## src/rtl/vecseq_pkg.sv

```systemverilog
// Shared types and constants for vector_sequencer.
// VECTOR_SEQUENCER_COMPARE_EN adds the expected-value field to the FIFO entry.
package vecseq_pkg;

    localparam int unsigned IDX_W     = 16;
    localparam int unsigned DEF_IN_W  = 20;
    localparam int unsigned DEF_OUT_W = 10;

    typedef enum logic [1:0] {
        IDLE,
        APPLY,
        CAPTURE,
        EMIT
    } state_t;

    typedef struct packed {
        logic                 last;
        logic [DEF_IN_W-1:0]  data;
`ifdef VECTOR_SEQUENCER_COMPARE_EN
        logic [DEF_OUT_W-1:0] exp;
`endif
    } vecseq_entry_t;

endpackage

```

## src/rtl/vector_sequencer_if.sv

```systemverilog
// Stimulus-in / result-out stream bundle for vector_sequencer.
// VECTOR_SEQUENCER_COMPARE_EN adds exp_data and res_mismatch.
interface vector_sequencer_if #(
    parameter int unsigned IN_W  = 20,
    parameter int unsigned OUT_W = 10
);
    import vecseq_pkg::*;

    logic             in_valid;
    logic             in_ready;
    logic [IN_W-1:0]  in_data;
    logic             in_last;
    logic             res_valid;
    logic             res_ready;
    logic [OUT_W-1:0] res_data;
    logic [IDX_W-1:0] res_idx;
`ifdef VECTOR_SEQUENCER_COMPARE_EN
    logic [OUT_W-1:0] exp_data;
    logic             res_mismatch;
`endif

    modport master (
        output in_valid, in_data, in_last, res_ready,
`ifdef VECTOR_SEQUENCER_COMPARE_EN
        output exp_data,
        input  res_mismatch,
`endif
        input  in_ready, res_valid, res_data, res_idx
    );

    modport slave (
        input  in_valid, in_data, in_last, res_ready,
`ifdef VECTOR_SEQUENCER_COMPARE_EN
        input  exp_data,
        output res_mismatch,
`endif
        output in_ready, res_valid, res_data, res_idx
    );

endinterface

```

## src/rtl/vecseq_fifo.sv

```systemverilog
// Synchronous FIFO, async active-low reset; extra pointer bit separates full from empty.
module vecseq_fifo #(
    parameter int unsigned W     = 21,
    parameter int unsigned DEPTH = 8
) (
    input  logic         clk,
    input  logic         rst_n,
    input  logic         i_push,
    input  logic [W-1:0] i_wdata,
    input  logic         i_pop,
    output logic [W-1:0] o_rdata,
    output logic         o_full,
    output logic         o_empty
);
    localparam int unsigned AW = $clog2(DEPTH);

    logic [W-1:0] r_mem [DEPTH];
    logic [AW:0]  r_wr_ptr;
    logic [AW:0]  r_rd_ptr;
    logic         w_wr_en;
    logic         w_rd_en;

    assign o_full  = (r_wr_ptr[AW] != r_rd_ptr[AW]) && (r_wr_ptr[AW-1:0] == r_rd_ptr[AW-1:0]);
    assign o_empty = (r_wr_ptr == r_rd_ptr);
    assign w_wr_en = i_push && !o_full;
    assign w_rd_en = i_pop && !o_empty;
    assign o_rdata = r_mem[r_rd_ptr[AW-1:0]];

    always_ff @(posedge clk or negedge rst_n) begin
        if (!rst_n) begin
            r_wr_ptr <= '0;
            r_rd_ptr <= '0;
        end else begin
            if (w_wr_en) r_wr_ptr <= r_wr_ptr + 1'b1;
            if (w_rd_en) r_rd_ptr <= r_rd_ptr + 1'b1;
        end
    end

    // Storage needs no reset: the pointers alone define what is valid.
    always_ff @(posedge clk) begin
        if (w_wr_en) r_mem[r_wr_ptr[AW-1:0]] <= i_wdata;
    end

endmodule

```

## src/rtl/vector_sequencer.sv

```systemverilog
// Feeds buffered vectors to an external combinational datapath and streams back its outputs.
// Optional output compare and error count under VECTOR_SEQUENCER_COMPARE_EN.
module vector_sequencer
    import vecseq_pkg::*;
#(
    parameter int unsigned IN_W     = DEF_IN_W,
    parameter int unsigned OUT_W    = DEF_OUT_W,
    parameter int unsigned DEPTH    = 8,
    parameter int unsigned SETTLE_W = 4
) (
    input  logic                clk,
    input  logic                rst_n,
    input  logic [SETTLE_W-1:0] cfg_settle,
    vector_sequencer_if.slave   bus,
    output logic [IN_W-1:0]     dut_in,
    input  logic [OUT_W-1:0]    dut_out,
    output logic                busy,
    output logic                done
`ifdef VECTOR_SEQUENCER_COMPARE_EN
    ,
    output logic [IDX_W-1:0]    err_count
`endif
);
    typedef struct packed {
        logic             last;
        logic [IN_W-1:0]  data;
`ifdef VECTOR_SEQUENCER_COMPARE_EN
        logic [OUT_W-1:0] exp;
`endif
    } entry_t;

    entry_t              w_wr_entry;
    entry_t              w_rd_entry;
    logic                w_full;
    logic                w_empty;
    logic                w_push;
    logic                w_pop;
    logic                w_hs;
    state_t              r_state;
    state_t              w_state_nxt;
    logic                r_rst_done;
    logic [IN_W-1:0]     r_dut_in;
    logic                r_last;
    logic [SETTLE_W-1:0] r_settle;
    logic [OUT_W-1:0]    r_res_data;
    logic                r_res_valid;
    logic [IDX_W-1:0]    r_idx;
    logic                r_done;

    always_comb begin
        w_wr_entry      = '0;
        w_wr_entry.last = bus.in_last;
        w_wr_entry.data = bus.in_data;
`ifdef VECTOR_SEQUENCER_COMPARE_EN
        w_wr_entry.exp  = bus.exp_data;
`endif
    end

    // in_ready stays low until the first clock after reset release.
    assign bus.in_ready  = r_rst_done && !w_full;
    assign w_push        = bus.in_valid && bus.in_ready;
    assign bus.res_valid = r_res_valid;
    assign bus.res_data  = r_res_data;
    assign bus.res_idx   = r_idx;
    assign dut_in        = r_dut_in;
    assign done          = r_done;
    assign busy          = (r_state != IDLE);

    vecseq_fifo #(
        .W     ($bits(entry_t)),
        .DEPTH (DEPTH)
    ) u_fifo (
        .clk     (clk),
        .rst_n   (rst_n),
        .i_push  (w_push),
        .i_wdata (w_wr_entry),
        .i_pop   (w_pop),
        .o_rdata (w_rd_entry),
        .o_full  (w_full),
        .o_empty (w_empty)
    );

    always_ff @(posedge clk or negedge rst_n) begin
        if (!rst_n) r_state <= IDLE;
        else        r_state <= w_state_nxt;
    end

    always_comb begin
        w_state_nxt = r_state;
        case (r_state)
            IDLE:    if (!w_empty) w_state_nxt = APPLY;
            APPLY:   if (r_settle == '0) w_state_nxt = CAPTURE;
            CAPTURE: w_state_nxt = EMIT;
            EMIT:    if (bus.res_ready) w_state_nxt = (!r_last && !w_empty) ? APPLY : IDLE;
            default: w_state_nxt = IDLE;
        endcase
    end

    always_comb begin
        w_hs  = (r_state == EMIT) && bus.res_ready;
        w_pop = 1'b0;
        case (r_state)
            IDLE:    w_pop = !w_empty;
            EMIT:    w_pop = w_hs && !r_last && !w_empty;
            default: w_pop = 1'b0;
        endcase
    end

    always_ff @(posedge clk or negedge rst_n) begin
        if (!rst_n) begin
            r_rst_done  <= 1'b0;
            r_dut_in    <= '0;
            r_last      <= 1'b0;
            r_settle    <= '0;
            r_res_data  <= '0;
            r_res_valid <= 1'b0;
            r_idx       <= '0;
            r_done      <= 1'b0;
        end else begin
            r_rst_done <= 1'b1;
            r_done     <= w_hs && r_last;
            if (w_pop) begin
                r_dut_in <= w_rd_entry.data;
                r_last   <= w_rd_entry.last;
                r_settle <= cfg_settle;
            end else if (r_state == APPLY && r_settle != '0) begin
                r_settle <= r_settle - 1'b1;
            end
            if (r_state == CAPTURE) begin
                r_res_data  <= dut_out;
                r_res_valid <= 1'b1;
            end else if (w_hs) begin
                r_res_valid <= 1'b0;
            end
            if (w_hs) r_idx <= r_last ? '0 : r_idx + 1'b1;
        end
    end

`ifdef VECTOR_SEQUENCER_COMPARE_EN
    logic [OUT_W-1:0] r_exp;
    logic             r_mismatch;
    logic             r_clr_pend;
    logic [IDX_W-1:0] r_err;

    assign bus.res_mismatch = r_mismatch;
    assign err_count        = r_err;

    // The count survives the done pulse and is cleared by the first pop of the next run.
    always_ff @(posedge clk or negedge rst_n) begin
        if (!rst_n) begin
            r_exp      <= '0;
            r_mismatch <= 1'b0;
            r_clr_pend <= 1'b0;
            r_err      <= '0;
        end else begin
            if (w_pop) r_exp <= w_rd_entry.exp;
            if (r_state == CAPTURE) r_mismatch <= (dut_out != r_exp);
            if (w_hs && r_last)  r_clr_pend <= 1'b1;
            else if (w_pop)      r_clr_pend <= 1'b0;
            if (w_pop && r_clr_pend)
                r_err <= '0;
            else if (w_hs && r_mismatch && r_err != '1)
                r_err <= r_err + 1'b1;
        end
    end
`endif

endmodule

```

## src/flat_wrapper.sv

```systemverilog
// flat-port wrapper written by rule: the top's interface ports become plain ports
module vector_sequencer_flat import vecseq_pkg::*;
#(
    parameter int unsigned IN_W     = DEF_IN_W,
    parameter int unsigned OUT_W    = DEF_OUT_W,
    parameter int unsigned DEPTH    = 8,
    parameter int unsigned SETTLE_W = 4
)
  (clk, rst_n, cfg_settle, dut_in, dut_out, busy, done, bus_in_valid, bus_in_data, bus_in_last, bus_res_ready, bus_in_ready, bus_res_valid, bus_res_data, bus_res_idx);
  vector_sequencer_if #(.IN_W(IN_W), .OUT_W(OUT_W)) bus_i ();
  input  logic clk;
  input  logic rst_n;
  input  logic [SETTLE_W-1:0] cfg_settle;
  output logic [IN_W-1:0] dut_in;
  input  logic [OUT_W-1:0] dut_out;
  output logic busy;
  output logic done;
  input wire logic [$bits(bus_i.in_valid)-1:0] bus_in_valid;
  input wire logic [$bits(bus_i.in_data)-1:0] bus_in_data;
  input wire logic [$bits(bus_i.in_last)-1:0] bus_in_last;
  input wire logic [$bits(bus_i.res_ready)-1:0] bus_res_ready;
  output wire logic [$bits(bus_i.in_ready)-1:0] bus_in_ready;
  output wire logic [$bits(bus_i.res_valid)-1:0] bus_res_valid;
  output wire logic [$bits(bus_i.res_data)-1:0] bus_res_data;
  output wire logic [$bits(bus_i.res_idx)-1:0] bus_res_idx;
  assign bus_i.in_valid = bus_in_valid;
  assign bus_i.in_data = bus_in_data;
  assign bus_i.in_last = bus_in_last;
  assign bus_i.res_ready = bus_res_ready;
  assign bus_in_ready = bus_i.in_ready;
  assign bus_res_valid = bus_i.res_valid;
  assign bus_res_data = bus_i.res_data;
  assign bus_res_idx = bus_i.res_idx;
  vector_sequencer #(.IN_W(IN_W), .OUT_W(OUT_W), .DEPTH(DEPTH), .SETTLE_W(SETTLE_W)) u_core (.clk(clk), .rst_n(rst_n), .cfg_settle(cfg_settle), .bus(bus_i), .dut_in(dut_in), .dut_out(dut_out), .busy(busy), .done(done));
endmodule
```

## config.mk

```make
export PLATFORM = sky130hd
export DESIGN_NAME = vector_sequencer_flat
export DESIGN_NICKNAME = d
export VERILOG_FILES = /design/src/rtl/vecseq_pkg.sv /design/src/rtl/vector_sequencer_if.sv /design/src/rtl/vecseq_fifo.sv /design/src/rtl/vector_sequencer.sv /design/src/flat_wrapper.sv
export SDC_FILE = /design/constraint.sdc
export NUM_CORES = 1
export LEC_CHECK = 0
export ABC_CLOCK_PERIOD_IN_PS = 4750
export CORE_ASPECT_RATIO = 0.8
export CORE_MARGIN = 2
export CORE_UTILIZATION = 55
export DETAILED_ROUTE_END_ITERATION = 8
export GPL_TIMING_DRIVEN = 1
export PLACE_DENSITY = 0.81
export SLEW_MARGIN = 20
export SYNTH_ARGS = -nofsm -noshare
export SYNTH_HDL_FRONTEND = slang
export SYNTH_HIERARCHICAL = 1
export SYNTH_SLANG_ARGS = --single-unit
```

## constraint.sdc

```tcl
create_clock -name clk -period 4.75 [get_ports clk]
set_clock_uncertainty 0.15 [all_clocks]
set_input_delay 0.475 -clock clk [delete_from_list [all_inputs] [get_ports clk]]
set_output_delay 0.475 -clock clk [all_outputs]
set_load 0.02 [all_outputs]
```

**Yosys cells after proc, flatten, opt, wreduce, memory -nomap -nowiden**

Memories as Yosys holds them, arrays and structs flattened. A register that Yosys moved wholly into a read port is not among the register bits.
Index checks and enable logic that the tools add are counted.

- Memories kept: 1
- Register bits: 43
- Memory bits (writable): 168
- Bits of input ports: 39
- Logic and storage cells: 58
- Output and inout bits: 50

Memory list:

| name | words | width | rd ports | clocked after Yosys merged registers in | wr ports | line | text |
|---|---|---|---|---|---|---|---|
| u_core.u_fifo.r_mem | 8 | 21 | 1 | 1 | 1 | vecseq_fifo.sv:17 | `logic [W-1:0] r_mem [DEPTH];` |

- Add/sub/neg operators: 4
- Reduce and logical (&&, ||, !) cells: 22
- Multiplexer cells: 13
- Eq/ne operators: 9

Operators with widths:

| operator | number |
|---|---|
| 16-bit by 1-bit adder with 16-bit output, second input constant | 1 |
| 16-bit 2-to-1 mux | 1 |
| 1-bit logical AND | 11 |
| 4-bit by 1-bit adder with 4-bit output, second input constant | 2 |
| 4-bit 2-to-1 mux | 2 |
| 2-bit case mux with 4 select lines | 1 |
| 2-bit 2-to-1 mux | 3 |
| 2-bit nonzero test | 3 |
| 1-bit 2-to-1 mux | 5 |
| 2-bit == test, second input constant | 2 |
| 4-bit == test | 1 |
| 1-bit logical NOT | 4 |
| 4-bit logical NOT | 1 |
| 2-bit inequality test, second input constant | 2 |
| 4-bit nonzero test | 1 |
| 4-bit by 1-bit subtractor with 4-bit output, second input constant | 1 |
| 3-bit == test | 1 |
| 3-bit AND reduction | 1 |
| 2-bit by 1-bit == test with 1-bit output, second input constant | 1 |
| 2-bit logical NOT | 1 |
| 2-bit by 1-bit inequality test with 1-bit output, second input constant | 1 |
| 1-bit case mux with 2 select lines | 1 |
| 1-bit inequality test | 1 |

**Logic depth before layout (Yosys ltp)**

- Depth in word-level cells: 8
- Depth in mapped cells: 11
- Mapped depth without buffers: 9

**Cells and area by module**

Netlist, hierarchy kept.

Modules (own cells, without submodules):

| module | times used | cells an instance | area each (um2) | sequential area each (um2) |
|---|---|---|---|---|
| vecseq_fifo | 1 | 302 | 7,088.0 | 5,245.0 |
| vector_sequencer | 1 | 225 | 2,581.2 | 1,401.3 |

**Worst setup path after synthesis**

Ideal clock, no wire load.

- Kind: reg2reg
- Start point: reg u_core.u_fifo.r_rd_ptr[3]
- End point: mem u_core.u_fifo.r_mem[4][0], enable pin
- Buffers on the path: 0
- Data required time: 4.148 ns
- Data arrival time: 3.800 ns
- Path slack: 0.348 ns
- Clock period less this slack: 4.402 ns
- Stages on the path, launching flop included: 7
- Setup time: 0.452 ns
- Cell sequence: dfrtp_1 > xnor2_1 > nor4_2 > nor2b_1 > and2_1 > nand2_1 > nor4_1

- Cells in the longest elaborated chain, start to end: 8

Ends and longest elaborated chain:

| item | line | text |
|---|---|---|
| start, declared | vecseq_fifo.sv:19 | `logic [AW:0] r_rd_ptr;` |
| start signal, assigned | vecseq_fifo.sv:35 | `if (w_rd_en) r_rd_ptr <= r_rd_ptr + 1'b1;` |
| 1-bit inequality test | vecseq_fifo.sv:23 | `assign o_full = (r_wr_ptr[AW] != r_rd_ptr[AW]) && (r_wr_ptr[AW-1:0] == r_rd_ptr[AW-1:0]);` |
| 1-bit logical AND | vecseq_fifo.sv:23 |  |
| named net u_core.w_full | vector_sequencer.sv:34 | `logic w_full;` |
| 1-bit logical NOT | vector_sequencer.sv:60 | `assign bus.in_ready = r_rst_done && !w_full;` |
| 1-bit logical AND | vector_sequencer.sv:60 |  |
| named net bus_in_ready | flat_wrapper.sv:22 | `output wire logic [$bits(bus_i.in_ready)-1:0] bus_in_ready;` |
| 1-bit logical AND | vector_sequencer.sv:61 | `assign w_push = bus.in_valid && bus.in_ready;` |
| named net u_core.w_push | vector_sequencer.sv:36 | `logic w_push;` |
| 1-bit logical AND | vecseq_fifo.sv:25 | `assign w_wr_en = i_push && !o_full;` |
| 1-bit 2-to-1 mux | vecseq_fifo.sv:41 | `if (w_wr_en) r_mem[r_wr_ptr[AW-1:0]] <= i_wdata;` |
| 1-bit 2-to-1 mux (implied by the code) | vecseq_fifo.sv:41 |  |
| end, declared | vecseq_fifo.sv:17 |  |

The timed path passes the listed nets, and every way through them passes these cells.

**Worst setup path after layout**

- Start point: reg u_core.u_fifo.r_rd_ptr[3]
- End point: mem u_core.u_fifo.r_mem[5][13], enable pin

- Cells in the longest elaborated chain, start to end: 8

Ends and longest elaborated chain:

| item | line |
|---|---|
| 1-bit inequality test | vecseq_fifo.sv:23 |
| 1-bit logical AND | vecseq_fifo.sv:23 |
| named net u_core.w_full | vector_sequencer.sv:34 |
| 1-bit logical NOT | vector_sequencer.sv:60 |
| 1-bit logical AND | vector_sequencer.sv:60 |
| 1-bit logical AND | vector_sequencer.sv:61 |
| named net u_core.w_push | vector_sequencer.sv:36 |
| 1-bit logical AND | vecseq_fifo.sv:25 |
| 1-bit 2-to-1 mux | vecseq_fifo.sv:41 |
| 1-bit 2-to-1 mux (implied by the code) | vecseq_fifo.sv:41 |

The timed path passes the listed nets, and every way through them passes these cells.

==> flow_metrics.env <==
export IMPL_wire_per_inst_um=21.0
export IMPL_synth_cells=527
export IMPL_drc=0
export IMPL_clock_latency_ns=0.52
export IMPL_layout_min_cycle_time_ns=3.51
export IMPL_clkTransAtPathRegs_ns=0.06
export IMPL_cp_end_kind="flip-flop"
export IMPL_synth_top_cell_area_share_pct=52.2
export IMPL_crit_type="reg -> reg"
export IMPL_die_width_um=152
export IMPL_firstDrtPassIters=5
export IMPL_cts_made_buffers=23
export IMPL_synth_most_common_cell="edfxtp_1"
export IMPL_vias=5157
export IMPL_synth_seq_cells=232
export IMPL_cts_buffer_depth=3
export IMPL_cts_root_buf="clkbuf_16"
export IMPL_final_nets=681
export IMPL_async_flop_share_pct=27.6
export IMPL_drive_gt1_share_pct=22.3
export IMPL_yosys_top_cells_count="edfxtp_1, dfrtp_1, mux2_2"
export IMPL_place_hpwl_mm=11.3
export IMPL_nFillCells=1119
export IMPL_setup_viol=0
export IMPL_grt_pass1_wl_mm=29.1
export IMPL_io_pins=89
export IMPL_antenna_found_initial=1
export IMPL_synth_nets=575
export IMPL_rows=43
export IMPL_crit_required_ns=4.80
export IMPL_gp_congestion=0.823
export IMPL_ff2ff_setup_slack_ns=1.24
export IMPL_critPathMaxFanout=12
export IMPL_max_freq_mhz=285
export IMPL_synth_area_um2=9670
export IMPL_vdd_drop_max_mv=0.480
export IMPL_wl_mm=18.4
export IMPL_syn_avg_cell_area_um2=18.3
export IMPL_tns_ns=0
export IMPL_cts_tree="done"
export IMPL_rsz0062_at_grt="no"
export IMPL_relSlewSlack_pct=35.8
export IMPL_cts_sinks=232
export IMPL_status="complete, no violations"
export IMPL_grt_max_degree=47
export IMPL_drv_slew=0
export IMPL_post_route_period_util_pct=74.0
export IMPL_pwr_density_cell_nw_per_um2=614
export IMPL_synth_area_leaders="edfxtp_1, dfrtp_1, mux4_1, mux2_2, mux4_2"
export IMPL_start_util_pct=56.0
export IMPL_die_area_um2=18700
export IMPL_cts_repair_resized=0
export IMPL_grt_pass1_vias=5326
export IMPL_ys_flop_type="edfxtp_1"
export IMPL_yosysUniqueCellTypes=57
export IMPL_ant_nets=0
export IMPL_finalNonFillerCells=876
export IMPL_htree_levels=1
export IMPL_tightest_slew_ns=0.963
export IMPL_netlist_top_cell_by_area="edfxtp_1"
export IMPL_dpl_cell_count=832
export IMPL_yosys_warnings=6
export IMPL_drtIter0Drc=369
export IMPL_cap_viol_max_count=0
export IMPL_port_buffers=88
export IMPL_vias_per_cell=5.89
export IMPL_die_h_um=123
export IMPL_yosysSeqAreaShare_pct=68.7
export IMPL_grt_ovfl_total=0
export IMPL_worst_setup_path_start_kind="flip-flop"
export IMPL_track_usage_pct=20.1
export IMPL_p_leak_nw=4.09
export IMPL_coreArea_um2=17300
export IMPL_hold_class="reg -> reg"
export IMPL_syn_to_final_growth_pct=20.0
export IMPL_synth_edf_count=168
export IMPL_hold_viol_final=0
export IMPL_arrival_ns=3.56
## repair_timing
action / 4_1_cts / 5_1_grt
setup buffers: 0 / 0
hold buffers: 1 / 0
endpoints found under the hold margin: 30 / 0
## per-stage QoR
| step | hold slack [ns] | util, % | total power [mW] | setup slack [ns] | cell area [um2] |
|---|---|---|---|---|---|
| 2_1_floorplan | 0.0294 | - | 4.60 | 0.348 | 9670 |
| 3_3_place_gp | 0.319 | 62.7 | 5.29 | 1.44 | 10800 |
| 3_5_place_dp | 0.328 | 62.7 | 5.40 | 1.26 | 10800 |
| 4_1_cts | 0.341 | 67.1 | 7.19 | 1.22 | 11600 |
| 5_1_grt | 0.356 | 67.2 | 7.49 | 1.04 | 11600 |
| 6_report | 0.336 | 67.2 | 7.12 | 1.24 | 11600 |
## layout by cell type, fill, tap and decap left out, types with 3 or more instances in the layout
master | Yosys | routed
clkbuf_1 | 10 | 4
xnor2_1 | 7 | 7
clkinv_1 | 0 | 3
mux4_2 | 17 | 17
nor2_1 | 19 | 15
nor4_1 | 6 | 5
buf_4 | 0 | 14
edfxtp_1 | 168 | 168
mux4_1 | 25 | 25
clkinv_2 | 0 | 6
dfrtp_1 | 64 | 62
inv_1 | 13 | 13
and2_1 | 4 | 4
a21oi_1 | 10 | 10
nor3_1 | 6 | 3
nand3_1 | 6 | 6
nor2_2 | 0 | 3
o22ai_1 | 3 | 3
mux2_2 | 54 | 54
or3_1 | 4 | 4
clkdlybuf4s50_1 | 0 | 87
nor3_2 | 0 | 3
ha_1 | 9 | 9
o21ai_0 | 12 | 12
clkbuf_16 | 0 | 23
xor2_4 | 3 | 3
nand2_1 | 22 | 22
o311ai_0 | 3 | 3
nand4_1 | 3 | 3
nor2b_1 | 3 | 3
mux2i_1 | 5 | 5
## final cells by class
class,count,area (um2),area share [%]
multi-input combinational,260,2880,24.8
sequential,232,6650,57.3
timing repair buffer,103,991,8.54
antenna,1,2.50,0.0216
clock buffer,28,604,5.21
inverter,13,48.8,0.421
clock inverter,14,146,1.26
tap,225,282,2.43
## cell families (layout without fill, tap and decap cells)
kind of cell | count (synthesis) | after routing | share of synthesized area [%]
DFF | 232 | 232 | 68.7
muxes | 103 | 103 | 17.8
and+or+nand+nor | 89 | 89 | 5.02
AOI/OAI and AO/OA | 46 | 46 | 3.68
buffers and inverters | 35 | 158 | 1.90
xor gates and xnor gates | 12 | 12 | 1.67
adders and majority gates | 9 | 9 | 1.16
other | 1 | 2 | 0.0388
## sequential cells by signal, summed over array words and instances, names as in the netlist, 2 cells and up
signal                  cells
u_core/bus.res_idx         16
u_core/r_settle             4
u_core/bus.res_data        10
u_core/u_fifo/r_rd_ptr      4
u_core/r_state              2
u_core/u_fifo/r_wr_ptr      4
u_core/u_fifo/r_mem       168
u_core/dut_in              20
## layer usage
metal | global-route usage [%] | wire length (um)
met5 | 0 | 0
met4 | 5.20 | 425
met3 | 3.60 | 858
met2 | 34.6 | 9150
met1 | 27.3 | 7960
## final timing paths
kind | startpoint | to | cells after the start
max reg2reg | u_core/u_fifo/r_rd_ptr[3] | u_core/u_fifo/r_mem[5][13] | 7
min reg2reg | u_core/bus.res_valid | u_core/bus.res_valid | 1
min in group asynchronous | rst_n | u_core/dut_in[14] | 2
max in group asynchronous | rst_n | u_core/bus.res_idx[5] | 3
min | u_core/bus.res_valid | u_core/bus.res_valid | 1
max | u_core/u_fifo/r_rd_ptr[3] | u_core/u_fifo/r_mem[5][13] | 7
## critical path, cell delays in order (launching register included)
cell and delay, ns:
dfrtp_1 0.44, xnor2_1 0.54, nor4_2 0.22, nor2b_1 0.18, and2_1 0.31, nand2_1 0.20, nor3_2 0.78, buf_4 0.38
## power breakdown
part	total, mW	internal, mW	leakage [nW]	switching, mW
registers	2.82	2.55	2.27	0.272
clock network	1.77	1.03	0.373	0.741
logic	2.53	1.26	1.45	1.27
total	7.12	4.84	4.09	2.28
(Power assumes the default switching activity.)
